==> config.mk <==
export PLATFORM = sky130hd
export DESIGN_NAME = mem_block_dma
export DESIGN_NICKNAME = d
export VERILOG_FILES = /design/src/rtl/mem_block_dma_pkg.sv /design/src/rtl/mem_block_dma_req_tracker.sv /design/src/rtl/mem_block_dma.sv
export SDC_FILE = /design/constraint.sdc
export NUM_CORES = 1
export LEC_CHECK = 0
export CORE_ASPECT_RATIO = 0.6
export CORE_UTILIZATION = 39
export DETAILED_ROUTE_END_ITERATION = 10
export PLACE_DENSITY = 0.72
export SYNTH_ARGS = -nofsm -noshare
export SYNTH_HDL_FRONTEND = slang
export SYNTH_HIERARCHICAL = 1
export SYNTH_SLANG_ARGS = --single-unit
export TNS_END_PERCENT = 20
==> constraint.sdc <==
create_clock -name CLK -period 1.86 [get_ports CLK]
set_input_delay 0.372 -clock CLK [delete_from_list [all_inputs] [get_ports CLK]]
set_output_delay 0.372 -clock CLK [all_outputs]
set_load 0.005 [all_outputs]
==> src/rtl/mem_block_dma_pkg.sv <==
// Shared block-memory bus package: bus widths and DMA state encoding,
// also used by the data cache and data-memory blocks.
package mem_bus_pkg;

  localparam int ADDR_W = 6;
  localparam int DATA_W = 32;
  localparam int LEN_W  = 7;

  typedef enum logic [2:0] {
    IDLE = 3'd0,
    RD   = 3'd1,
    WR   = 3'd2,
    GAP  = 3'd3,
    FIN  = 3'd4
  } dma_state_e;

endpackage

==> src/rtl/mem_block_dma_req_tracker.sv <==
// Request completion tracker for one READ or WRITE request on the block bus.
// The first cycle of a request never completes; memory raises BUSYWAIT combinationally.
module mem_req_tracker (
  input  logic clk,
  input  logic rst_n,
  input  logic req,
  input  logic busywait,
  output logic req_done
);

  logic held_r;

  assign req_done = req & held_r & ~busywait;

  // Marks a request that has been presented for at least one full cycle.
  always_ff @(posedge clk or negedge rst_n) begin
    if (!rst_n) begin
      held_r <= 1'b0;
    end else if (req && !req_done) begin
      held_r <= 1'b1;
    end else begin
      held_r <= 1'b0;
    end
  end

endmodule

==> src/rtl/mem_block_dma.sv <==
// mem_block_dma: block-copy initiator on the READ/WRITE/BUSYWAIT block memory bus.
// Define MEM_BLOCK_DMA_REVERSE_COPY_EN for memmove-correct descending copies on forward overlap.
module mem_block_dma #(
  parameter int ADDR_W = mem_bus_pkg::ADDR_W,
  parameter int DATA_W = mem_bus_pkg::DATA_W,
  parameter int LEN_W  = mem_bus_pkg::LEN_W
) (
  input  logic              CLK,
  input  logic              RESET,
  input  logic              START,
  input  logic [ADDR_W-1:0] SRC_ADDR,
  input  logic [ADDR_W-1:0] DST_ADDR,
  input  logic [LEN_W-1:0]  LEN,
  output logic              BUSY,
  output logic              DONE,
  output logic              MEM_READ,
  output logic              MEM_WRITE,
  output logic [ADDR_W-1:0] MEM_ADDRESS,
  output logic [DATA_W-1:0] MEM_WRITEDATA,
  input  logic [DATA_W-1:0] MEM_READDATA,
  input  logic              MEM_BUSYWAIT
);

  import mem_bus_pkg::*;

  localparam logic [LEN_W-1:0] MAX_LEN = LEN_W'(2 ** ADDR_W);

  dma_state_e        state_r;
  logic [ADDR_W-1:0] src_ptr_r;
  logic [ADDR_W-1:0] dst_ptr_r;
  logic [LEN_W-1:0]  remaining_r;
  logic [DATA_W-1:0] buf_r;
  logic              busy_r;
  logic              done_r;
  logic              mem_read_r;
  logic              mem_write_r;
  logic [ADDR_W-1:0] mem_address_r;

  logic              req_done_s;
  logic [LEN_W-1:0]  len_clamped_s;
  logic [ADDR_W-1:0] src_start_s;
  logic [ADDR_W-1:0] dst_start_s;
  logic [ADDR_W-1:0] src_next_s;
  logic [ADDR_W-1:0] dst_next_s;

`ifdef MEM_BLOCK_DMA_REVERSE_COPY_EN
  logic [LEN_W:0]    src_end_s;
  logic [ADDR_W-1:0] ofs_s;
  logic              down_s;
  logic              down_r;
`endif

  assign BUSY          = busy_r;
  assign DONE          = done_r;
  assign MEM_READ      = mem_read_r;
  assign MEM_WRITE     = mem_write_r;
  assign MEM_ADDRESS   = mem_address_r;
  assign MEM_WRITEDATA = buf_r;

  mem_req_tracker u_req_tracker (
    .clk      (CLK),
    .rst_n    (RESET),
    .req      (mem_read_r | mem_write_r),
    .busywait (MEM_BUSYWAIT),
    .req_done (req_done_s)
  );

  // Length clamp, start pointers and per-block pointer steps.
  always_comb begin
    len_clamped_s = (LEN > MAX_LEN) ? MAX_LEN : LEN;
`ifdef MEM_BLOCK_DMA_REVERSE_COPY_EN
    // Forward overlap (dst inside (src, src+len)) is copied from the top block down.
    src_end_s   = (LEN_W+1)'(SRC_ADDR) + (LEN_W+1)'(len_clamped_s);
    ofs_s       = ADDR_W'(len_clamped_s - LEN_W'(1));
    down_s      = (DST_ADDR > SRC_ADDR) && ((LEN_W+1)'(DST_ADDR) < src_end_s);
    src_start_s = down_s ? (SRC_ADDR + ofs_s) : SRC_ADDR;
    dst_start_s = down_s ? (DST_ADDR + ofs_s) : DST_ADDR;
    src_next_s  = down_r ? (src_ptr_r - ADDR_W'(1)) : (src_ptr_r + ADDR_W'(1));
    dst_next_s  = down_r ? (dst_ptr_r - ADDR_W'(1)) : (dst_ptr_r + ADDR_W'(1));
`else
    src_start_s = SRC_ADDR;
    dst_start_s = DST_ADDR;
    src_next_s  = src_ptr_r + ADDR_W'(1);
    dst_next_s  = dst_ptr_r + ADDR_W'(1);
`endif
  end

  // Copy sequencer with registered bus and status outputs.
  always_ff @(posedge CLK or negedge RESET) begin
    if (!RESET) begin
      state_r       <= IDLE;
      src_ptr_r     <= '0;
      dst_ptr_r     <= '0;
      remaining_r   <= '0;
      buf_r         <= '0;
      busy_r        <= 1'b0;
      done_r        <= 1'b0;
      mem_read_r    <= 1'b0;
      mem_write_r   <= 1'b0;
      mem_address_r <= '0;
`ifdef MEM_BLOCK_DMA_REVERSE_COPY_EN
      down_r        <= 1'b0;
`endif
    end else begin
      done_r <= 1'b0;
      case (state_r)
        IDLE: begin
          if (START) begin
            src_ptr_r   <= src_start_s;
            dst_ptr_r   <= dst_start_s;
            remaining_r <= len_clamped_s;
`ifdef MEM_BLOCK_DMA_REVERSE_COPY_EN
            down_r      <= down_s;
`endif
            if (len_clamped_s == LEN_W'(0)) begin
              state_r <= FIN;
              done_r  <= 1'b1;
              busy_r  <= 1'b0;
            end else begin
              state_r       <= RD;
              busy_r        <= 1'b1;
              mem_read_r    <= 1'b1;
              mem_address_r <= src_start_s;
            end
          end
        end
        RD: begin
          if (req_done_s) begin
            buf_r         <= MEM_READDATA;
            mem_read_r    <= 1'b0;
            mem_write_r   <= 1'b1;
            mem_address_r <= dst_ptr_r;
            state_r       <= WR;
          end
        end
        WR: begin
          if (req_done_s) begin
            mem_write_r <= 1'b0;
            src_ptr_r   <= src_next_s;
            dst_ptr_r   <= dst_next_s;
            remaining_r <= remaining_r - LEN_W'(1);
            if (remaining_r == LEN_W'(1)) begin
              state_r <= FIN;
              done_r  <= 1'b1;
              busy_r  <= 1'b0;
            end else begin
              state_r <= GAP;
            end
          end
        end
        GAP: begin
          // Both requests were low for one cycle; memory now sees a fresh edge.
          state_r       <= RD;
          mem_read_r    <= 1'b1;
          mem_address_r <= src_ptr_r;
        end
        FIN: begin
          state_r <= IDLE;
        end
        default: begin
          state_r     <= IDLE;
          busy_r      <= 1'b0;
          mem_read_r  <= 1'b0;
          mem_write_r <= 1'b0;
        end
      endcase
    end
  end

endmodule

======== Word level (Yosys, flattened, before mapping) ========
Index checks and enable logic that the tools add are counted.
storage, ports and cells
  word-level logic and storage cells ...... 85
  input bits .............................. 55
  register bits ........................... 65
  output and inout bits ................... 42
cells by class
  add/subtract/negate cells ............... 3
  eq/ne operators ......................... 10
  bitwise gates (word level) .............. 7
  magnitude comparators ................... 1
  mux-type cells .......................... 37
  reduce and logical (&&, ||, !) cells .... 16
operators with widths
  operator             number
  $mux 6               7
  $pmux 6 s2           2
  $mux 7               3
  $pmux 6 s3           1
  $mux 3               5
  $pmux 7 s2           1
  $mux 1               13
  $add 6x1->6 const B  2
  $pmux 3 s4           1
  $reduce_and 4->1     3
  $reduce_and 3->1     3
  $eq 7x1->1 const B   1
  $gt 7x7->1 const B   1
  $logic_not 7->1      1
  $sub 7x1->7 const B  1
  $eq 3x2->1 const B   2
  $ne 2x2->1 const B   3
  $pmux 1 s3           2
  $reduce_or 3->1      2
  $ne 2x1->1 const B   2
  $not 1->1            4
  $pmux 1 s4           1
  $eq 3x1->1 const B   1
  $eq 3x3->1 const B   1
  10 further kinds     11

======== Depth between registers and ports, before layout ========
Gate-level depths: netlist (run 1).
  word-level depth ........................ 6
  mapped depth ............................ 8
  mapped depth without buffers ............ 6

======== Hierarchy ========
The synthesis (run 1) kept the hierarchy.
by module, submodules not included
  module           area an instance (sq um)  times used  sequential area each (sq um)  cells an instance
  mem_block_dma    3,271.9                   1           1,601.5                       298
  mem_req_tracker  42.5                      1           25.0                          4

======== Least setup slack after synthesis (run 1) ========
OpenSTA, ideal clock, no wires.
  path type ............................... register -> register
  start ................................... register mem_write_r (netlist: MEM_WRITE)
  end ..................................... register buf_r[7] (netlist: MEM_WRITEDATA[7])
  cell stages (with the launch flop) ...... 9
  setup time .............................. 0.128 ns
  clock period less this slack ............ 1.960 ns
  slack ................................... -0.100 ns
  arrival time ............................ 1.832 ns
  buffers on the path ..................... 3
  data required time ...................... 1.732 ns
  cell sequence ........................... dfrtp_1 -> or2_2 -> and3_1 -> buf_4 -> nor2b_1 -> and2_1 -> buf_2 -> buf_4 -> mux2_1
between the ends
  cells in the longest elaborated chain, start to end .. 4
RTL lines
  element                            line                             RTL
  start: declaration                 mem_block_dma.sv:36              logic mem_write_r;
  start signal: assignment           mem_block_dma.sv:99              mem_write_r <= 1'b0;
  start signal: assignment           mem_block_dma.sv:131             mem_write_r <= 1'b1;
  start signal: assignment           mem_block_dma.sv:138             mem_write_r <= 1'b0;
  $or 1x1->1                         mem_block_dma.sv:63              .req (mem_read_r | mem_write_r),
  $and 1x1->1 (2 in a row)           mem_block_dma_req_tracker.sv:13  assign req_done = req & held_r & ~busywait;
  named net req_done_s               mem_block_dma.sv:39              logic req_done_s;
  $reduce_and 2->1 (no source line)  n/a
  end signal: assignment             mem_block_dma.sv:95              buf_r <= '0;
  end signal: assignment             mem_block_dma.sv:129             buf_r <= MEM_READDATA;
  end: declaration                   mem_block_dma.sv:32              logic [DATA_W-1:0] buf_r;
The timed path passes the listed nets, and every way through them passes these cells.
A chain may end at the register's enable or synchronous reset.

======== Final worst setup path (run 1) ========
  start ................................... input MEM_BUSYWAIT
  end ..................................... register dst_ptr_r[5]
between the ends
  cells in the longest elaborated chain, start to end .. 4
RTL lines
  element                            line                             RTL
  start: declaration                 mem_block_dma.sv:21              input logic MEM_BUSYWAIT
  $not 1->1                          mem_block_dma_req_tracker.sv:13
  $and 1x1->1                        mem_block_dma_req_tracker.sv:13
  named net req_done_s               mem_block_dma.sv:39
  $ne 2x1->1 (no source line)        n/a
  $reduce_and 3->1 (no source line)  n/a
  end signal: assignment             mem_block_dma.sv:110             dst_ptr_r <= dst_start_s;
  end signal: assignment             mem_block_dma.sv:140             dst_ptr_r <= dst_next_s;
  end: declaration                   mem_block_dma.sv:30              logic [ADDR_W-1:0] dst_ptr_r;
The timed path passes the listed nets, and every way through them passes these cells.

==> flow_summary.rst, run 1 <==
.. list-table::
   :header-rows: 1

   * - Metric
     - Value
   * - Outcome
     - completed
   * - Cell chain of the critical path
     - clkdlybuf4s50_1 -> inv_1 -> and3_4 -> nand2_2 -> a211o_1 -> buf_12 -> a21oi_1 -> a2bb2oi_1
   * - Max-capacitance violation count
     - 0
   * - I/O pins
     - 97
   * - Wire length of the first global-routing pass
     - 13010 µm
   * - Average footprint of a synthesized cell
     - 10.97 µm²
   * - Clk buf depth
     - 2
   * - Gate family responsible for the most delay along the worst path
     - compound AO/OA/AOI/OAI gates
   * - Critical Setup Path Class
     - in -> reg
   * - Port Buffers
     - 96
   * - Net count after synthesis
     - 361
   * - Net switching power figure
     - 2.706 mW
   * - Initial antenna violation count
     - 0
   * - Synthesis Warnings
     - 6
   * - Mapped cell area
     - 3314 µm²
   * - Total congestion overflow
     - 0
   * - Portion of total power attributed to the clock network
     - 19.1%
   * - Via count of the first global-routing pass
     - 2516
   * - PostCTS Resize Cnt
     - 0
   * - Sequential share of the synthesized area
     - 49.08%
   * - Final design utilization
     - 59.69%
   * - Type of the tightest min-delay check
     - in -> async
   * - Worst slew margin
     - 69.70%
   * - Net switching share of the total power
     - 33.90%
   * - Design area
     - 4798 µm²
   * - Placed wire-length estimate
     - 5894 µm
   * - Number of setup violations in the final report
     - 0
   * - CTS hold repair buffers
     - 0
   * - Final #Nets
     - 475
   * - Routability Congestion
     - 0.8658
   * - Die ar.
     - 8884 µm²
   * - CP Data Required Time
     - 2.10 ns
   * - Launching element type of the critical path
     - input port
   * - Lkg Pwr
     - 1.986 nW
   * - Number of cells after detailed placement
     - 513
   * - WP data arrival
     - 2.06 ns
   * - Post-synth EDFFs
     - 0
   * - Latest clock arrival within the worst-skew pair
     - 0.33 ns
   * - Max Fclk
     - 0.5511 GHz
   * - Final count of hold timing violations
     - 0
   * - Overall global routing resource usage
     - 19.43%
   * - Most frequent cells after synthesis
     - 65 x dfrtp_1, 32 x mux2_2, 31 x o21ai_0
   * - Maximum number of pins on one net before global-route repair
     - 66
   * - Post-place instance area
     - 4526 µm²
   * - Setup ws final
     - 0.04545 ns
   * - Antenna-violating nets left
     - 0
   * - Total clock sinks
     - 65
   * - CTS buffer count
     - 9
   * - Max stage delay on crit path
     - 0.41 ns
   * - Post-CTS setup buffer count
     - 0
   * - Worst Max-Slew Pin Slew
     - 0.4510 ns
   * - Count of routing violations after the opening detailed-route iteration
     - 169
   * - Synth-to-layout area growth
     - 44.77%
   * - Crit path buffers/inverters
     - 3
   * - Die W
     - 121.0 µm
   * - Number of design rule violations left after detail routing
     - 0
   * - Aggregate routed wire length
     - 8213 µm
   * - Largest vdd supply drop
     - 0.5952 mV
   * - Count of TritonRoute iterations in the first routing pass
     - 4
   * - Average wire per standard cell
     - 15.53 µm
   * - Via count normalized by instance count
     - 5.197
   * - Share of the synthesized area in the top cell type
     - 49.08%
   * - Number of instances in the synthesized netlist
     - 302
   * - CP endpoint kind
     - flop
   * - Clk root buf
     - clkbuf_16
   * - Reg clk slew, reported paths
     - 0.06 ns
   * - Total design power
     - 7.982 mW
   * - Total internal power
     - 5.276 mW
   * - Final cell count without fillers
     - 529
   * - Starting Density
     - 41.23%
   * - Cell type of the slowest stage on the worst timing path
     - a211o_1
   * - Power share of the sequential group
     - 33.3%
   * - Area leader, netlist
     - dfrtp_1
   * - Biggest area contributors in the synthesized netlist
     - dfrtp_1 49%, mux2_2 11%, o21ai_0 4.7%
   * - Unrepaired setup endpoints after global routing
     - true
   * - Worst setup slack after placement
     - -0.2658 ns
   * - PD cells
     - 1663 nW/µm²
   * - Most repeated cell in the gate-level netlist after synthesis
     - dfrtp_1
   * - Combinational cell fraction of total power
     - 47.6%
   * - Number of placement rows
     - 25
   * - Die extent in y
     - 73.41 µm
   * - Unique masters post-synth
     - 50
   * - Number of register bits inferred by synthesis
     - 65
   * - Final slew viol count
     - 0
   * - Number of H-tree branching levels
     - 3
   * - Number of antenna diodes
     - 0
   * - Core ar.
     - 8039 µm²
   * - Number of vias in the routed layout
     - 2749
   * - Max Clock Skew
     - 0.006656 ns
   * - Commonest register cell after synthesis
     - dfrtp_1
   * - Layout cells sized above 1
     - 21.85%
   * - CP Max Fanout
     - 10
   * - Final period utilization
     - 97.56%
   * - TritonCTS clock tree
     - built
   * - Final critical delay including setup and external delays
     - 1.815 ns
   * - Share of flip-flops with an asynchronous set or reset after synthesis
     - 100.0%
-- power by group through the flow --
stage / Combinational (mW) / Clock (mW) / Sequential, mW
after floorplan: 2.19 / 0 / 2.57
after global placement: 3.69 / 0 / 2.62
after detailed placement: 3.81 / 0 / 2.66
after global routing: 4.14 / 1.63 / 2.76
after CTS: 3.83 / 1.56 / 2.65
final: 3.80 / 1.53 / 2.66
-- cells in the final DEF (no fill, tap or decap), types with 2 or more instances in the layout --
master           count
and2_1               3
o22ai_1              4
nand3b_1             4
mux2i_1              6
mux2_2              32
buf_4               21
clkdlybuf4s50_1     95
nor2_1              17
nor4_1               2
nand2b_1             5
clkbuf_16            9
nor2b_1              3
nor3_1               5
buf_12               5
and3_4               2
nand2_1             19
clkinvlp_4           2
ha_1                 4
nand3_1             13
a31oi_1              7
o21ai_0             29
a21oi_1             14
inv_1                7
clkinv_2             3
dfrtp_1             65
clkinv_4             2
mux2_4               6
and3_1               5
o21ai_1              4
a2bb2oi_1            5
-- worst register-to-register path, delay by kind of cell (launching register included) --
| family | cells | cell delay (ns) |
|---|---|---|
| and+or+nand+nor | 1 | 0.08 |
| buffers and inverters | 2 | 0.38 |
| DFF | 1 | 0.46 |
| AOI/OAI and AO/OA | 3 | 0.74 |
-- cell families after synthesis --
| group | Yosys count | synth area share [%] |
|---|---|---|
| flops | 65 | 49.08 |
| compound gates | 74 | 14.16 |
| simple gates | 88 | 14.35 |
| buf+inv | 26 | 5.172 |
| mux | 45 | 15.74 |
| fa+ha+maj | 4 | 1.510 |
-- registers in the layout (all words and copies together) (netlist names) --
| signal | count |
|---|---|
| BUSY | 1 |
| state_r | 3 |
| remaining_r | 7 |
| DONE | 1 |
| MEM_WRITEDATA | 32 |
| src_ptr_r | 6 |
| MEM_READ | 1 |
| MEM_ADDRESS | 6 |
| dst_ptr_r | 6 |
| u_req_tracker/held_r | 1 |
| MEM_WRITE | 1 |
-- metal layers --
metal | global-route usage, % | vias to the layer above | routed length, µm
met5 | 0 | - | 0
met4 | 6.173 | 0 | 92
met3 | 4.581 | 10 | 557
met2 | 28.38 | 91 | 3628
met1 | 28.35 | 1327 | 3934
li1 | - | 1321 | -
-- cell type report --
cell class,count,area (µm²)
inverters,7,26.28
clock buffers,9,225.2
fillers,648,3241
well taps,108,135.1
repair buffers,122,1214
clock inverters,7,47.55
flip-flops and latches,65,1627
multi-input cells,211,1524
-- final timing paths --
path / from / end / slack, ns / cells past startpoint
worst max-delay path: MEM_BUSYWAIT / dst_ptr_r[5] / 0.05 / 8
worst min-delay path: RESET / dst_ptr_r[2] / 0.05 / 2
worst max register to register: state_r[1] / dst_ptr_r[5] / 0.11 / 6
worst min register to register: u_req_tracker/held_r / u_req_tracker/held_r / 0.45 / 1
max in group asynchronous: RESET / MEM_WRITEDATA[17] / 1.52 / 2
min in group CLK: u_req_tracker/held_r / u_req_tracker/held_r / 0.45 / 1
-- per-stage QoR --
stage	hold slack, ns	setup TNS [ns]
detailed placement	0.4218	-12.43
global route	0.09057	-0.0004248
finish	0.04710	0
floorplan	0.07641	0
global placement	0.4180	-11.36
CTS	0.07181	0
Power figures use the tool's default switching activity.
==> inputs of run 2 (changes only) <==
- REMOVE_ABC_BUFFERS: unset -> 1
- SLEW_MARGIN: unset -> 20
==> run 2 against run 1 <==
  * Via count increased by 1.2%
  * Hold slack got worse by 0.045 ns
  * First-iteration DRC count increased by 47%
  * Largest cell class unchanged
==> flow_summary.rst, run 2 (synthesis results as in run 1) <==
.. list-table::
   :header-rows: 1

   * - Metric
     - Value
   * - Outcome
     - completed
   * - Synth-to-layout area growth
     - 47.72%
   * - Overall global routing resource usage
     - 19.51% (+0.086 points)
   * - Net switching share of the total power
     - 33.21% (-0.69 points)
   * - Core ar.
     - 8039 µm² (unchanged)
   * - Type of the tightest min-delay check
     - in -> async
   * - Largest vdd supply drop
     - 0.5884 mV (-1.1%)
   * - PD cells
     - 1650 nW/µm² (-0.80%)
   * - Layout cells sized above 1
     - 23.00% (+1.2 points)
   * - Net switching power figure
     - 2.683 mW (-0.85%)
   * - Die extent in y
     - 73.41 µm (unchanged)
   * - Placed wire-length estimate
     - 6128 µm (+4.0%)
   * - Number of H-tree branching levels
     - 3 (unchanged)
   * - Number of cells on the critical path
     - 7 (-1)
   * - Max Clock Skew
     - 0.004077 ns (-0.002578 ns)
   * - Design area
     - 4896 µm² (+2.0%)
   * - Antenna-violating nets left
     - 0 (unchanged)
   * - Final critical delay including setup and external delays
     - 1.798 ns (-0.01700 ns)
   * - Number of cells on the worst reg-to-reg path
     - 6 (unchanged)
   * - CTS hold repair buffers
     - 0 (unchanged)
   * - Critical Setup Path Class
     - in -> reg
   * - Routability Congestion
     - 0.8539 (-1.4%)
   * - Cell type of the slowest stage on the worst timing path
     - clkdlybuf4s50_1
   * - I/O pins
     - 97 (unchanged)
   * - Gate family responsible for the most delay along the worst path
     - buffers and inverters
   * - Total design power
     - 8.079 mW (+1.2%)
   * - Clk buf depth
     - 2 (unchanged)
   * - Number of setup violations in the final report
     - 0 (unchanged)
   * - CTS buffer count
     - 9 (unchanged)
   * - Setup TNS after final layout
     - 0 ns (unchanged)
   * - Unrepaired setup endpoints after global routing
     - false
   * - Count of routing violations after the opening detailed-route iteration
     - 249 (+47%)
   * - Most common library cell in the layout ignoring fill and taps
     - clkdlybuf4s50_1
   * - Total internal power
     - 5.396 mW (+2.3%)
   * - Port Buffers
     - 96 (unchanged)
   * - Final #Nets
     - 481 (+1.3%)
   * - Combinational cell fraction of total power
     - 48.9% (+1.3 points)
   * - Power share of the sequential group
     - 32.6% (-0.7 points)
   * - Register-to-Register Setup Slack
     - 0.08 ns (-0.03 ns)
   * - Lkg Pwr
     - 2.027 nW (+2.1%)
   * - Portion of total power attributed to the clock network
     - 18.5% (-0.6 points)
   * - Wire length of the first global-routing pass
     - 12980 µm (-0.27%)
   * - Clk root buf
     - clkbuf_16
   * - Maximum number of pins on one net before global-route repair
     - 33 (-50%)
   * - Via count normalized by instance count
     - 5.208 (+0.22%)
   * - Total congestion overflow
     - 0 (unchanged)
   * - CP Max Fanout
     - 16 (+6)
   * - Die ar.
     - 8884 µm² (unchanged)
   * - TritonCTS clock tree
     - built
   * - Aggregate routed wire length
     - 8421 µm (+2.5%)
   * - CP Data Required Time
     - 2.07 ns (-0.03 ns)
   * - Number of placement rows
     - 25 (unchanged)
   * - WP data arrival
     - 2.01 ns (-0.05 ns)
   * - Number of antenna diodes
     - 0 (unchanged)
   * - Flip-flop count of the largest register after layout
     - 32 (unchanged)
   * - Max Fclk
     - 0.5563 GHz (+0.95%)
   * - Max-capacitance violation count
     - 0 (unchanged)
   * - Via count of the first global-routing pass
     - 2545 (+1.2%)
   * - Number of design rule violations left after detail routing
     - 0 (unchanged)
   * - Final period utilization
     - 96.64% (-0.91 points)
   * - Most frequent cells in the layout
     - 95 x clkdlybuf4s50_1, 65 x dfrtp_1, 32 x mux2_2, 27 x o21ai_0, 23 x buf_4
   * - Post-place instance area
     - 4573 µm² (+1.1%)
   * - Final slew viol count
     - 0 (unchanged)
   * - Final design utilization
     - 60.90% (+1.2 points)
   * - Average wire per standard cell
     - 15.77 µm (+1.6%)
   * - Max stage delay on crit path
     - 0.41 ns (about the same)
   * - Die W
     - 121.0 µm (unchanged)
   * - Initial antenna violation count
     - 0 (unchanged)
   * - Worst slew margin
     - 61.99% (-7.7 points)
   * - CP endpoint kind
     - flop
   * - Total clock sinks
     - 65 (unchanged)
   * - Crit path buffers/inverters
     - 3 (unchanged)
   * - Launching element type of the critical path
     - input port
   * - Latest clock arrival within the worst-skew pair
     - 0.33 ns (about the same)
   * - Count of TritonRoute iterations in the first routing pass
     - 5 (+1)
   * - Reg clk slew, reported paths
     - 0.05 ns (about the same)
   * - Starting Density
     - 41.23% (unchanged)
   * - Number of vias in the routed layout
     - 2781 (+1.2%)
   * - Final count of hold timing violations
     - 0 (unchanged)
   * - Cell chain of the critical path
     - clkdlybuf4s50_1 -> inv_1 -> and3_4 -> nor2b_1 -> and2_4 -> buf_12 -> mux2_2
   * - Worst Max-Slew Pin Slew
     - 0.5657 ns (+0.1147 ns)
   * - Post-CTS setup buffer count
     - 0 (unchanged)
[run 2: cell types whose count changed in the layout (fill, tap and decap cells not counted), moves of 2 or more]
cell,change
buf_4,+2
buf_12,+2
clkbuf_1,+2
o21ai_1,+2
o21ai_0,-2
clkinv_4,-2
[run 2: stage by stage]
| stage | hold slack [ns] | setup slack (ns) | instances |
|---|---|---|---|
| 2_1_floorplan | 0.07641 | -0.4358 | 283 |
| 3_3_place_gp | 0.3647 | -0.3033 | 517 |
| 3_5_place_dp | 0.3630 | -0.3667 | 517 |
| 4_1_cts | 0.01272 | 0.01727 | 532 |
| 5_1_grt | 0.03194 | 0.004650 | 534 |
| 6_report | 0.001855 | 0.06245 | 534 |
[run 2: path summary, 6_finish.rpt]
kind	from	to
min in group CLK	u_req_tracker/held_r	u_req_tracker/held_r
worst min-delay path	RESET	MEM_WRITEDATA[20]
max in group asynchronous	RESET	remaining_r[0]
worst max-delay path	MEM_BUSYWAIT	MEM_WRITEDATA[17]
worst min register to register	u_req_tracker/held_r	u_req_tracker/held_r
worst max register to register	MEM_WRITE	MEM_WRITEDATA[7]
[run 2: what timing repair did]
| action | in CTS | in global routing |
|---|---|---|
| endpoints found under the setup margin | 41 | 35 |
| cloned | 0 | 2 |
| resized for setup | 5 | 5 |
[run 2: routing by layer]
metal,part of all wire [%],GRT usage (%),vias up,wire [µm]
li1,-,-,1327,-
met1,49,28.75,1340,4119
met2,43,27.81,108,3615
met3,7.6,6.910,6,637
met4,0.57,2.881,0,48
met5,0,0,-,0
[run 2: power by group through the flow]
| stage | Clock (mW) | Sequential, mW | Combinational, mW |
|---|---|---|---|
| final | 1.50 | 2.63 | 3.95 |
| after global routing | 1.61 | 2.73 | 4.28 |
| after CTS | 1.54 | 2.63 | 3.89 |
| after detailed placement | 0 | 2.65 | 3.85 |
| after global placement | 0 | 2.60 | 3.75 |
| after floorplan | 0 | 2.65 | 1.87 |
[run 2: worst reg2reg max path: cells and delay by family (launching register included)]
kind / cells / cell delay [ns]
simple gates: 4 / 0.83
mux: 1 / 0.31
flops: 1 / 0.37
buf+inv: 1 / 0.17
[run 2: area by class of cell]
cell class / count / area, µm²
Tap cell: 108 / 135.1
Clock buffer: 12 / 246.5
Clock inverter: 3 / 17.52
Fill cell: 616 / 3143
Sequential cell: 65 / 1627
Multi-Input combinational cell: 211 / 1539
Inverter: 7 / 26.28
Timing Repair Buffer: 128 / 1305
==> inputs of run 3 (changes only) <==
- HOLD_SLACK_MARGIN: unset -> 0.12
==> run 3 against run 2 <==
  * Clock-buffer cell count stayed put
  * Largest power group unchanged
  * Critical path depth stayed put
  * Worst setup slack is essentially flat
==> flow_summary.rst, run 3 (synthesis results as in run 1) <==
.. list-table::
   :header-rows: 1

   * - Metric
     - Value
   * - Outcome
     - completed
   * - Number of H-tree branching levels
     - 3 (unchanged)
   * - Worst setup slack after placement
     - -0.3667 ns (unchanged)
   * - Antenna-violating nets left
     - 0 (unchanged)
   * - Routed length on met2
     - 3622 µm (+0.19%)
   * - Reg-to-reg critical path endpoint
     - MEM_WRITEDATA[7]
   * - Port Buffers
     - 96 (unchanged)
   * - Max-capacitance violation count
     - 0 (unchanged)
   * - Unrepaired setup endpoints after global routing
     - false
   * - Post-CTS setup buffer count
     - 0 (unchanged)
   * - CP Data Required Time
     - 2.07 ns (about the same)
   * - Clk buf depth
     - 2 (unchanged)
   * - Initial antenna violation count
     - 0 (unchanged)
   * - Critical Setup Path Class
     - in -> reg
   * - Number of setup violations in the final report
     - 0 (unchanged)
   * - Layout cells sized above 1
     - 22.95% (-0.054 points)
   * - WP data arrival
     - 2.01 ns (about the same)
   * - Most common library cell in the layout ignoring fill and taps
     - clkdlybuf4s50_1
   * - Worst slew margin
     - 62.55% (+0.55 points)
   * - Starting Density
     - 41.23% (unchanged)
   * - Routed met1 length
     - 4094 µm (-0.61%)
   * - Latest clock arrival within the worst-skew pair
     - 0.33 ns (about the same)
   * - Design area
     - 4906 µm² (+0.20%)
   * - Total clock sinks
     - 65 (unchanged)
   * - Average wire per standard cell
     - 15.72 µm (-0.29%)
   * - Total design power
     - 8.077 mW (about the same)
   * - Register-to-Register Setup Slack
     - 0.08 ns (about the same)
   * - Area of combinational cells with multiple inputs
     - 1539 µm² (unchanged)
   * - Die extent in y
     - 73.41 µm (unchanged)
   * - Number of placement rows
     - 25 (unchanged)
   * - Setup TNS after final layout
     - 0 ns (unchanged)
   * - Final slew viol count
     - 0 (unchanged)
   * - Die W
     - 121.0 µm (unchanged)
   * - CTS buffer count
     - 9 (unchanged)
   * - Setup ws final
     - 0.06213 ns (-0.0003182 ns)
   * - Number of cells after detailed placement
     - 517 (unchanged)
   * - Flip-flop count of the largest register after layout
     - 32 (unchanged)
   * - Number of design rule violations left after detail routing
     - 0 (unchanged)
   * - Final critical delay including setup and external delays
     - 1.798 ns (+0.0003182 ns)
   * - Launching element type of the critical path
     - input port
   * - Final design utilization
     - 61.03% (+0.12 points)
   * - Uppermost layer routed
     - met4
   * - Die ar.
     - 8884 µm² (unchanged)
   * - Lkg Pwr
     - 2.032 nW (+0.21%)
   * - Fin Hold WS
     - 0.4600 ns (+0.4581 ns)
   * - Final cell count without fillers
     - 535 (+0.19%)
   * - Wire length of the first global-routing pass
     - 12980 µm (unchanged)
   * - Maximum number of pins on one net before global-route repair
     - 33 (unchanged)
   * - Filler cell count in the final layout
     - 615 (-0.16%)
   * - Number of cells on the worst reg-to-reg path
     - 6 (unchanged)
   * - Clk root buf
     - clkbuf_16
   * - Largest vdd supply drop
     - 0.5880 mV (about the same)
   * - Seq. cell area
     - 1627 µm² (unchanged)
   * - HP Start
     - u_req_tracker/held_r
   * - Critical path launch point
     - MEM_BUSYWAIT
   * - I/O pins
     - 97 (unchanged)
   * - Routability Congestion
     - 0.8539 (unchanged)
   * - Via count of the first global-routing pass
     - 2545 (unchanged)
   * - TritonCTS clock tree
     - built
   * - Number of antenna diodes
     - 0 (unchanged)
   * - Hold Crit Depth
     - 1
   * - Synth-to-layout area growth
     - 48.02%
   * - Final count of hold timing violations
     - 0 (unchanged)
   * - Number of vias in the routed layout
     - 2781 (unchanged)
   * - Max Clock Skew
     - 0.004108 ns (+0.00003061 ns)
   * - Via count normalized by instance count
     - 5.198 (-0.19%)
   * - Count of TritonRoute iterations in the first routing pass
     - 4 (-1)
   * - Launch point of the worst reg-to-reg path
     - MEM_WRITE
   * - Sum of met3 wire segment lengths after detailed routing
     - 653 µm (+2.5%)
   * - Total congestion overflow
     - 0 (unchanged)
   * - Most frequent cells in the layout
     - 95 x clkdlybuf4s50_1, 65 x dfrtp_1, 32 x mux2_2, 27 x o21ai_0, 23 x buf_4
   * - Post-place instance area
     - 4573 µm² (unchanged)
   * - CP Max Fanout
     - 16 (unchanged)
   * - Final period utilization
     - 96.66% (about the same)
   * - PD cells
     - 1646 nW/µm² (-0.23%)
   * - Worst Max-Slew Pin Slew
     - 0.5575 ns (-0.008260 ns)
   * - Core ar.
     - 8039 µm² (unchanged)
   * - Placed wire-length estimate
     - 6128 µm (unchanged)
   * - Count of routing violations after the opening detailed-route iteration
     - 249 (unchanged)
   * - Reg clk slew, reported paths
     - 0.05 ns (about the same)
   * - Final #Nets
     - 482 (+0.21%)
   * - Max Fclk
     - 0.5562 GHz (about the same)
   * - Overall global routing resource usage
     - 19.51% (unchanged)
   * - Type of the tightest min-delay check
     - reg -> reg
   * - Aggregate routed wire length
     - 8412 µm (-0.11%)
   * - CP endpoint kind
     - flop
   * - Hold Path End
     - u_req_tracker/held_r
==> run 3: cell types whose count changed in the layout (fill, tap and decap cells not counted) <==
cell / change
dlygate4sd3_1: +1
==> run 3: worst max path at each step <==
stage                   endpoint  cells past startpoint
2_1_floorplan   MEM_WRITEDATA[0]                      5
3_3_place_gp   MEM_WRITEDATA[24]                      7
3_5_place_dp   MEM_WRITEDATA[17]                      7
4_1_cts             dst_ptr_r[0]                      8
5_1_grt        MEM_WRITEDATA[18]                      7
6_report       MEM_WRITEDATA[17]                      7
==> run 3: timing repair <==
item / CTS / global route
endpoints found under the hold margin: 17 / 0
setup endpoints to repair: 41 / 35
cloned: 0 / 2
hold buffers: 1 / 0
gates resized for setup: 5 / 5
==> run 3: layout make-up <==
class,instances,share of cell area [%]
inverter,7,0.5356
tap,108,2.754
clock inverter,3,0.3571
timing repair buffer,129,26.80
clock buffer,12,5.024
multi-input combinational,211,31.37
sequential,65,33.15
==> run 3: critical path, stage by stage <==
cell,delay [ns]
clkdlybuf4s50_1,0.41
inv_1,0.07
and3_4,0.22
nor2b_1,0.19
and2_4,0.22
buf_12,0.16
mux2_2,0.35
==> run 3: routing by layer <==
| metal | GRT usage (%) | up-vias |
|---|---|---|
| met5 | 0 | - |
| li1 | - | 1329 |
| met1 | 28.75 | 1339 |
| met4 | 2.881 | 0 |
| met3 | 6.910 | 5 |
| met2 | 27.81 | 108 |
==> run 3: power breakdown <==
| group | internal, mW | switching [mW] | total (mW) |
|---|---|---|---|
| logic | 2.36 | 1.59 | 3.95 |
| clock network | 0.924 | 0.572 | 1.50 |
| registers | 2.11 | 0.518 | 2.63 |
| total | 5.40 | 2.68 | 8.08 |
